--- src/rtl/seq_det_pkg.sv ---
// Shared definitions for the serial-pattern detection controller:
// FSM state encoding and default parameter values.
package seq_det_pkg;

  typedef enum logic [1:0] {
    ST_IDLE = 2'd0,
    ST_RUN  = 2'd1,
    ST_DONE = 2'd2
  } state_e;

  localparam int DEF_PAT_W = 8;
  localparam int DEF_LEN_W = 4;
  localparam int DEF_CNT_W = 8;
  localparam int DEF_FRM_W = 8;

endpackage

--- src/rtl/seq_det_window.sv ---
// Sliding bit window for the pattern detector: shift history, saturating
// fill counter and the length-masked compare against the latched pattern.
// The hit output is combinational so the match lands on the completing bit.
module seq_det_window
  import seq_det_pkg::*;
#(
  parameter int PAT_W = DEF_PAT_W,
  parameter int LEN_W = DEF_LEN_W
) (
  input  logic             Clk,
  input  logic             Rst,
  input  logic             clear_i,
  input  logic             in_valid_i,
  input  logic             in_i,
  input  logic [LEN_W-1:0] len_i,
  input  logic [PAT_W-1:0] pattern_i,
  input  logic             clear_fill_i,
  output logic             hit_o
);

  localparam int FILL_W = $clog2(PAT_W + 1);

  logic [PAT_W-1:0]  hist_q;
  logic [FILL_W-1:0] fill_q;
  logic [PAT_W:0]    win;
  logic [PAT_W:0]    mask;
  logic              fill_ok;

  // Masked compare of the newest len bits (history plus the arriving bit).
  // Requiring fill+1 >= len guarantees every compared bit belongs to the
  // current job and, in non-overlap mode, follows the previous match.
  always_comb begin
    win     = {hist_q, in_i};
    mask    = ({{PAT_W{1'b0}}, 1'b1} << len_i) - {{PAT_W{1'b0}}, 1'b1};
    fill_ok = (int'(fill_q) + 1) >= int'(len_i);
    hit_o   = in_valid_i && fill_ok &&
              ((win & mask) == ({1'b0, pattern_i} & mask));
  end

  // History shifts on every accepted bit; fill saturates at PAT_W and is
  // dropped to zero after a non-overlapping match.
  always_ff @(posedge Clk or negedge Rst) begin
    if (!Rst) begin
      hist_q <= '0;
      fill_q <= '0;
    end else if (clear_i) begin
      hist_q <= '0;
      fill_q <= '0;
    end else if (in_valid_i) begin
      hist_q <= {hist_q[PAT_W-2:0], in_i};
      if (clear_fill_i)
        fill_q <= '0;
      else if (fill_q != FILL_W'(PAT_W))
        fill_q <= fill_q + FILL_W'(1);
    end
  end

endmodule

--- src/rtl/seq_det_ctrl.sv ---
// Programmable serial-pattern detection controller. One job per Start:
// latch the configuration, examine Cfg_Frame valid bits, pulse Match on
// each hit, keep a saturating match count and close with a Done pulse.
module seq_det_ctrl
  import seq_det_pkg::*;
#(
  parameter int PAT_W = DEF_PAT_W,
  parameter int LEN_W = DEF_LEN_W,
  parameter int CNT_W = DEF_CNT_W,
  parameter int FRM_W = DEF_FRM_W
) (
  input  logic             Clk,
  input  logic             Rst,
  input  logic             Start,
  input  logic [PAT_W-1:0] Cfg_Pattern,
  input  logic [LEN_W-1:0] Cfg_Len,
  input  logic             Cfg_Overlap,
  input  logic [FRM_W-1:0] Cfg_Frame,
  input  logic             In_Valid,
  input  logic             In,
  output logic             Busy,
  output logic             Match,
  output logic [CNT_W-1:0] Match_Cnt,
  output logic             Done,
  output logic             Err
);

  localparam logic [LEN_W:0] PAT_W_L = (LEN_W + 1)'(PAT_W);

  state_e           state_q, state_d;
  logic [PAT_W-1:0] pattern_q, pattern_d;
  logic [LEN_W-1:0] len_q, len_d;
  logic             overlap_q, overlap_d;
  logic [FRM_W-1:0] frame_q, frame_d;
  logic [FRM_W-1:0] bit_cnt_q, bit_cnt_d;
  logic [CNT_W-1:0] match_cnt_q, match_cnt_d;
  logic             err_q, err_d;

  logic             cfg_bad;
  logic             win_clear;
  logic             win_valid;
  logic             hit;
  logic             clear_fill;

  assign cfg_bad    = (Cfg_Len == '0) || ({1'b0, Cfg_Len} > PAT_W_L) ||
                      (Cfg_Frame == '0);
  assign win_valid  = (state_q == ST_RUN) && In_Valid;
  assign clear_fill = hit && !overlap_q;

  seq_det_window #(
    .PAT_W (PAT_W),
    .LEN_W (LEN_W)
  ) u_window (
    .Clk          (Clk),
    .Rst          (Rst),
    .clear_i      (win_clear),
    .in_valid_i   (win_valid),
    .in_i         (In),
    .len_i        (len_q),
    .pattern_i    (pattern_q),
    .clear_fill_i (clear_fill),
    .hit_o        (hit)
  );

  // Next-state logic: job acceptance, bit/match counting and frame end.
  always_comb begin
    state_d     = state_q;
    pattern_d   = pattern_q;
    len_d       = len_q;
    overlap_d   = overlap_q;
    frame_d     = frame_q;
    bit_cnt_d   = bit_cnt_q;
    match_cnt_d = match_cnt_q;
    err_d       = err_q;
    win_clear   = 1'b0;
    case (state_q)
      ST_IDLE: begin
        if (Start) begin
          pattern_d   = Cfg_Pattern;
          len_d       = Cfg_Len;
          overlap_d   = Cfg_Overlap;
          frame_d     = Cfg_Frame;
          bit_cnt_d   = '0;
          match_cnt_d = '0;
          win_clear   = 1'b1;
          err_d       = cfg_bad;
          state_d     = cfg_bad ? ST_DONE : ST_RUN;
        end
      end
      ST_RUN: begin
        if (In_Valid) begin
          bit_cnt_d = bit_cnt_q + FRM_W'(1);
          if (hit && (match_cnt_q != '1))
            match_cnt_d = match_cnt_q + CNT_W'(1);
          if (bit_cnt_q == (frame_q - FRM_W'(1)))
            state_d = ST_DONE;
        end
      end
      ST_DONE: state_d = ST_IDLE;
      default: state_d = ST_IDLE;
    endcase
  end

  // Control state and counters, cleared asynchronously by Rst.
  always_ff @(posedge Clk or negedge Rst) begin
    if (!Rst) begin
      state_q     <= ST_IDLE;
      bit_cnt_q   <= '0;
      match_cnt_q <= '0;
      err_q       <= 1'b0;
    end else begin
      state_q     <= state_d;
      bit_cnt_q   <= bit_cnt_d;
      match_cnt_q <= match_cnt_d;
      err_q       <= err_d;
    end
  end

  // Latched job configuration; only meaningful after an accepted Start.
  always_ff @(posedge Clk) begin
    pattern_q <= pattern_d;
    len_q     <= len_d;
    overlap_q <= overlap_d;
    frame_q   <= frame_d;
  end

  assign Busy      = (state_q != ST_IDLE);
  assign Done      = (state_q == ST_DONE);
  assign Match     = hit;
  assign Match_Cnt = match_cnt_q;
  assign Err       = err_q;

endmodule

--- config.mk ---
export PLATFORM = sky130hd
export DESIGN_NAME = seq_det_ctrl
export DESIGN_NICKNAME = d
export VERILOG_FILES = /design/src/rtl/seq_det_pkg.sv /design/src/rtl/seq_det_window.sv /design/src/rtl/seq_det_ctrl.sv
export SDC_FILE = /design/constraint.sdc
export NUM_CORES = 1
export LEC_CHECK = 0
export ABC_AREA = 1
export ABC_CLOCK_PERIOD_IN_PS = 2560
export CORE_ASPECT_RATIO = 0.75
export CORE_MARGIN = 3
export CORE_UTILIZATION = 42
export CTS_CLUSTER_DIAMETER = 80
export CTS_CLUSTER_SIZE = 25
export DETAILED_ROUTE_END_ITERATION = 10
export SETUP_SLACK_MARGIN = 0.2
export SLEW_MARGIN = 20
export SYNTH_ARGS = -nofsm -noshare
export SYNTH_HDL_FRONTEND = slang
export SYNTH_HIERARCHICAL = 1
export SYNTH_SLANG_ARGS = --single-unit
--- constraint.sdc ---
create_clock -name Clk -period 2.56 [get_ports Clk]
set_input_delay 0.384 -clock Clk [delete_from_list [all_inputs] [get_ports Clk]]
set_output_delay 0.384 -clock Clk [all_outputs]
set_load 0.1 [all_outputs]
**Word level (Yosys, flattened, before mapping)**

Cells that the tools add are included.

- Flip-flop bits (word level): 52
- Output and inout bits: 12
- Logic and storage cells: 70

- $add $sub $neg: 6
- Magnitude comparators: 2
- Equal/unequal tests: 10
- Shift-type cells: 1
- Mux-type cells: 19
- Bitwise logic cells: 2
- Reductions and logical operators: 20

Operator list:

| kind | count |
|---|---|
| $mux W8 | 6 |
| $ge A32 B5 Y1 | 1 |
| $pmux W8 S2 | 2 |
| $add A8 B1 Y8 const B | 2 |
| $mux W4 | 4 |
| $and A8 B9 Y9 | 1 |
| $and A9 B9 Y9 | 1 |
| $eq A9 B9 Y1 | 1 |
| $shl A1 B4 Y9 const A | 1 |
| $sub A9 B1 Y9 const B | 1 |
| $eq A8 B8 Y1 | 1 |
| $logic_not A8 Y1 | 1 |
| $mux W2 | 4 |
| $ne A8 B8 Y1 const B | 1 |
| $sub A8 B1 Y8 const B | 1 |
| $reduce_and A3 Y1 | 2 |
| $reduce_bool A2 Y1 | 3 |
| $add A4 B1 Y5 const B | 1 |
| $logic_and A1 B1 Y1 | 5 |
| $add A4 B1 Y4 const B | 1 |
| $gt A4 B4 Y1 const B | 1 |
| $logic_not A4 Y1 | 1 |
| $ne A2 B1 Y1 const B | 2 |
| $ne A2 B2 Y1 const B | 2 |
| 11 further kinds | 14 |

**Depth between registers and ports, before layout**

- Depth in word-level cells: 9
- Depth in mapped cells: 18
- Gate-level depth less buffers: 18

**Cells and area by module**

The synthesis kept the hierarchy.

By module, submodules not included:

| module | instances | cells an instance | area each (um^2) | sequential area each (um^2) |
|---|---|---|---|---|
| seq_det_ctrl | 1 | 230 | 2011.9 | 1106.1 |
| seq_det_window | 1 | 142 | 944.7 | 300.3 |

**Worst setup path before layout**

No wires, ideal clock.

- Path type: reg2reg
- Start point: register u_window.fill_q[0]
- End point: register u_window.fill_q[0]
- Arrival time: 3.521 ns
- Setup slack: -1.043 ns
- Stages on the path, launching flop included: 18
- Buffers on the path: 0
- Period minus slack after synthesis: 3.603 ns
- Cell sequence: dfrtp_1 ha_1 xor2_1 ha_1 nand2_1 nor2_1 nand2_1 nand4_1 nand3_1 nor2_1 inv_1 nor2_1 nor2_4 nand3_1 o21ai_2 inv_2 nand2_1 o21ai_0

- Word-level cells in the longest chain between the ends: 8
- Elaborated cells between the ends (all ways): 13
- Classes of those cells: add/sub (2); order compare (1); eq/ne (1); mux (4); reduce/logical (5)

Ends and longest elaborated chain:

| item | RTL line | source |
|---|---|---|
| start, declared | seq_det_window.sv:24 | `logic [FILL_W-1:0] fill_q;` |
| start signal, assigned | seq_det_window.sv:54 | `fill_q <= fill_q + FILL_W'(1);` |
| $add A4 B1 Y5 (*) | seq_det_window.sv:35 | `fill_ok = (int'(fill_q) + 1) >= int'(len_i);` |
| $ge A32 B5 Y1 (*) | seq_det_window.sv:35 |  |
| $logic_and A1 B1 Y1 (*) (2 in series) | seq_det_window.sv:36 | `hit_o = in_valid_i && fill_ok &&` |
| net Match | seq_det_ctrl.sv:22 | `output logic Match,` |
| $logic_and A1 B1 Y1 (*) | seq_det_ctrl.sv:48 | `assign clear_fill = hit && !overlap_q;` |
| net clear_fill | seq_det_ctrl.sv:43 | `logic clear_fill;` |
| $mux W4 | seq_det_window.sv:51 | `if (clear_fill_i)` |
| $mux W4 | seq_det_window.sv:49 | `end else if (in_valid_i) begin` |
| $mux W4 | seq_det_window.sv:46 | `end else if (clear_i) begin` |

The timed path passes the listed nets; every way through them passes the cells marked *. The select of a mux whose other input is x is not followed.
A chain may end at the register's enable or synchronous reset.

**Worst setup path in the final report**

- Start point: register u_window.fill_q[0]
- End point: output port Match

- Word-level cells in the longest chain between the ends: 4

Ends and longest elaborated chain:

| item | RTL line |
|---|---|
| $add A4 B1 Y5 | seq_det_window.sv:35 |
| $ge A32 B5 Y1 | seq_det_window.sv:35 |
| $logic_and A1 B1 Y1 (2 in series) | seq_det_window.sv:36 |
| end, declared | seq_det_ctrl.sv:22 |

No other way between the ends.

==> insert_results.sql <==
INSERT INTO impl_metrics (metric_group, metric, value, unit) VALUES
('worst_setup_path', 'worst_path_dominant_cell_family', 'simple AND/OR/NAND/NOR gates', ''),
('detailed_routing', 'totalWireLength', '6.54', 'mm'),
('final_layout', 'antenna_cells_inserted', '0', ''),
('final_layout', 'fraction_of_final_layout_cells_with_drive_strength_greater_than_1', '17.1', '%'),
('detailed_routing', 'detail_route.wl_per_cell', '12.7', 'microns'),
('synthesis', 'proportion_of_netlist_area_held_by_the_largest_area_contributor', '26.2', '%'),
('synthesis', 'synth.yosys.seq_area_share', '47.6', '%'),
('place', 'post_place_worst_slack', '93.1', 'ps'),
('die', 'core-area', '6570', 'sq um'),
('worst_setup_path', 'critical_path_depth', '10', ''),
('worst_setup_path', 'critical_path_peak_fanout', '4', ''),
('worst_setup_path', 'worst-r2r-setup-slack', '130', 'ps'),
('sta', 'finalSetupViolCount', '0', ''),
('sta', 'fin_skew', '10.9', 'ps'),
('worst_setup_path', 'worst_ep_required_time', '2180', 'ps'),
('worst_setup_path', 'timing.reg2reg.worst_path_depth', '18', ''),
('pwr', 'pwr_density_cell', '1040', 'nW/um^2'),
('synthesis', 'yosysUniqueCellTypes', '31', ''),
('clock_network', 'cts-buffers-inserted', '5', ''),
('place', 'post-place-cells', '492', ''),
('die', 'die_boundary_width', '103', 'microns'),
('synthesis', 'total_of_warnings_raised_by_yosys', '6', ''),
('worst_setup_path', 'worst-endpoint-arrival', '2110', 'ps'),
('place', 'gp_routability_congestion', '0.850', ''),
('die', 'io_pins', '38', ''),
('outcome', 'outcome', 'complete, no violations', ''),
('sta', 'period_needed', '2500', 'ps'),
('pwr', 'switching_share', '46.2', '%'),
('pwr', 'vdd.ir_drop.worst', '0.000828', 'V'),
('sta', 'final.setup.worst_slack', '61.9', 'ps'),
('clock_network', 'insertion_delay', '310', 'ps'),
('sta', 'max_clock_freq', '400', 'MHz'),
('clock_network', 'htreeDepth', '2', ''),
('global_routing', 'first_global_vias', '2388', ''),
('final_layout', 'stdcell_count', '514', ''),
('clock_network', 'cts_hold_buffers', '0', ''),
('final_layout', 'finalNetCount', '468', ''),
('synthesis', 'avgSynthCellArea', '7.95', 'sq um'),
('worst_setup_path', 'crit_path_end', 'Match', ''),
('synthesis', 'biggest_area_consumer_among_synthesized_cells', 'sky130_fd_sc_hd__dfrtp_1', ''),
('worst_setup_path', 'timing.critical_path.slowest_cell_delay', '460', 'ps'),
('clock_network', 'cts_root_buf', 'sky130_fd_sc_hd__clkbuf_8', ''),
('worst_setup_path', 'cp-startpoint', 'u_window/fill_q[0]', ''),
('worst_setup_path', 'worstReg2RegEnd', 'u_window/fill_q[1]', ''),
('global_routing', 'grt_max_degree', '32', ''),
('detailed_routing', 'drt_drc_violations_left', '0', ''),
('pwr', 'power_frac_clock', '15.0', '%'),
('die', 'starting_density', '45.0', '%'),
('global_routing', 'antenna_found_initial', '0', ''),
('pwr', 'pwr-share-comb', '50.5', '%'),
('detailed_routing', 'drt_first_iter_violations', '109', ''),
('pwr', 'seqPwrFrac', '34.4', '%'),
('die', 'std_cell_rows', '25', ''),
('detailed_routing', 'route.detailed.vias_per_inst', '4.85', ''),
('pwr', 'report.power.total', '3.91', 'mW'),
('sta', 'final-hold-violation-count', '0', ''),
('clock_network', 'clock_slew_at_the_register_clock_pins_of_the_worst_setup_and_hold_paths', '100', 'ps'),
('detailed_routing', 'drt_pass1_iterations', '4', ''),
('final_layout', 'areaGrowthSynthToFinish', '27.5', '%'),
('sta', 'timing.max_slew.rel_slack', '71.1', '%'),
('sta', 'rsz_0062_raised_after_global_routing', 'yes', ''),
('sta', 'max_slew_violation_count', '0', ''),
('min_path', 'min_path_type', 'input port to asynchronous set/reset pin', ''),
('worst_setup_path', 'cp_cell_sequence', 'ha_4 -> xor2_2 -> ha_1 -> nand2_1 -> nor2_1 -> nand2_1 -> nand4_1 -> nand3_2 -> nor2_4 -> buf_12', ''),
('worst_setup_path', 'critical_path.endpoint_type', 'primary output', ''),
('synthesis', 'mappedNetlistArea', '2960', 'sq um'),
('detailed_routing', 'routed-via-count', '2491', ''),
('worst_setup_path', 'path_class', 'flop to primary output', ''),
('worst_setup_path', 'r2r_startpoint', 'u_window/fill_q[0]', ''),
('sta', 'period_share', '97.6', '%'),
('synthesis', 'synth_area_leaders', 'sky130_fd_sc_hd__dfrtp_1 (26%), sky130_fd_sc_hd__edfxtp_1 (21%), sky130_fd_sc_hd__nand2_1 (13%)', '');
[synth_stat cells, drive strengths merged]
cell    instances
a211oi          1
a21oi           9
and2            1
and3            1
buf             1
clkbuf          1
dfrtp          31
edfxtp         21
ha             10
inv            65
nand2         102
nand2b          1
nand3          30
nand4           6
nor2           41
nor3            4
nor3b           1
o21a            1
o21ai          19
o22ai           7
or2             4
xnor2           7
xor2            8
[registers in the layout, indices dropped and copies added, names as in the netlist, 2 cells and up]
register / count
frame_q: 8
pattern_q: 8
u_window/hist_q: 8
state_q: 2
u_window/fill_q: 4
len_q: 4
bit_cnt_q: 8
Match_Cnt: 8
[what timing repair did]
| action | CTS | global route |
|---|---|---|
| buffers inserted | 11 | 2 |
| cloned | 0 | 1 |
| setup endpoints to repair | 10 | 13 |
| pin swaps | 10 | 4 |
| gates resized for setup | 14 | 8 |
[metrics by stage]
stage | setup TNS, ps | cell area (sq um) | hold WS, ps | util [%]
global route | -353 | 3770 | 496 | 57.4
detailed placement | 0 | 3450 | 489 | 52.6
floorplan | -919 | 2980 | 88.4 | -
CTS | 0 | 3720 | 482 | 56.6
global placement | 0 | 3450 | 488 | 52.6
finish | 0 | 3770 | 468 | 57.4
[per-layer routing]
metal	wire length, microns	GRT usage (%)
met1	3180	24.5
met2	3130	27.5
met3	160	3.37
met4	63	5.05
met5	0	0
[worst reg2reg max path: stages (launching register included)]
cell and delay (ps):
sky130_fd_sc_hd__dfrtp_2 460, sky130_fd_sc_hd__ha_4 190, sky130_fd_sc_hd__xor2_2 150, sky130_fd_sc_hd__ha_1 310, sky130_fd_sc_hd__nand2_1 80, sky130_fd_sc_hd__nand2_1 50, sky130_fd_sc_hd__nand3_1 60, sky130_fd_sc_hd__nand4_1 120
sky130_fd_sc_hd__nand3_2 90, sky130_fd_sc_hd__nor2_4 50, sky130_fd_sc_hd__buf_4 140, sky130_fd_sc_hd__inv_4 50, sky130_fd_sc_hd__nor2_4 30, sky130_fd_sc_hd__nor2_4 80, sky130_fd_sc_hd__nand3_2 90, sky130_fd_sc_hd__o21ai_4 180
sky130_fd_sc_hd__inv_2 70, sky130_fd_sc_hd__nand3_1 60, sky130_fd_sc_hd__o21ai_1 60
[cells in the final DEF (no fill, tap or decap), types with 2 or more instances in the layout]
| master | instances |
|---|---|
| sky130_fd_sc_hd__buf_4 | 28 |
| sky130_fd_sc_hd__nand3_2 | 3 |
| sky130_fd_sc_hd__a21oi_1 | 8 |
| sky130_fd_sc_hd__edfxtp_1 | 21 |
| sky130_fd_sc_hd__xor2_1 | 6 |
| sky130_fd_sc_hd__nand2_1 | 96 |
| sky130_fd_sc_hd__inv_2 | 4 |
| sky130_fd_sc_hd__clkdlybuf4s50_1 | 25 |
| sky130_fd_sc_hd__nor2_2 | 2 |
| sky130_fd_sc_hd__dfrtp_2 | 2 |
| sky130_fd_sc_hd__o22ai_1 | 7 |
| sky130_fd_sc_hd__dfrtp_1 | 29 |
| sky130_fd_sc_hd__nand4_1 | 6 |
| sky130_fd_sc_hd__o21ai_1 | 5 |
| sky130_fd_sc_hd__xor2_2 | 2 |
| sky130_fd_sc_hd__inv_1 | 59 |
| sky130_fd_sc_hd__or2_1 | 2 |
| sky130_fd_sc_hd__ha_4 | 3 |
| sky130_fd_sc_hd__clkbuf_8 | 5 |
| sky130_fd_sc_hd__nor3_1 | 3 |
| sky130_fd_sc_hd__nand2_2 | 6 |
| sky130_fd_sc_hd__or2_2 | 2 |
| sky130_fd_sc_hd__o21ai_0 | 10 |
| sky130_fd_sc_hd__o21ai_2 | 3 |
| sky130_fd_sc_hd__nand3_1 | 27 |
| sky130_fd_sc_hd__inv_6 | 2 |
| sky130_fd_sc_hd__xnor2_1 | 7 |
| sky130_fd_sc_hd__ha_1 | 7 |
| sky130_fd_sc_hd__nor2_4 | 4 |
| sky130_fd_sc_hd__nor2_1 | 35 |
[cell families after synthesis]
group / Yosys count / synth area share (%)
flip-flops: 52 / 47.6
buffers and inverters: 67 / 8.76
adder cells (fa/ha/maj): 10 / 4.23
XOR/XNOR: 15 / 4.44
AO/OA/AOI/OAI: 37 / 6.98
AND/OR/NAND/NOR: 191 / 28.0
[final cells by class]
cell class,instances,area [sq um]
clock inverters,3,46.3
clock buffers,5,68.8
repair buffers,54,480
inverters,65,251
fillers,593,2800
well taps,81,101
flip-flops and latches,52,1410
multi-input cells,254,1410
[power by group through the flow]
stage | Combinational, mW | Clock [mW] | Sequential, mW
3_5_place_dp | 1.74 | 0 | 1.37
6_report | 1.98 | 0.588 | 1.35
3_3_place_gp | 1.73 | 0 | 1.36
5_1_grt | 2.21 | 0.644 | 1.39
2_1_floorplan | 1.04 | 0 | 1.64
4_1_cts | 1.90 | 0.605 | 1.35
[worst min path at each step]
stage	from	endpoint	slack, ps	cells after the start
2_1_floorplan	Rst	Err	90	0
3_3_place_gp	u_window/hist_q[7]	u_window/hist_q[7]	490	2
3_5_place_dp	Err	Err	490	1
4_1_cts	Rst	u_window/hist_q[5]	480	2
5_1_grt	Rst	u_window/hist_q[4]	500	2
6_report	Rst	u_window/hist_q[4]	470	2
(Power assumes the default switching activity.)
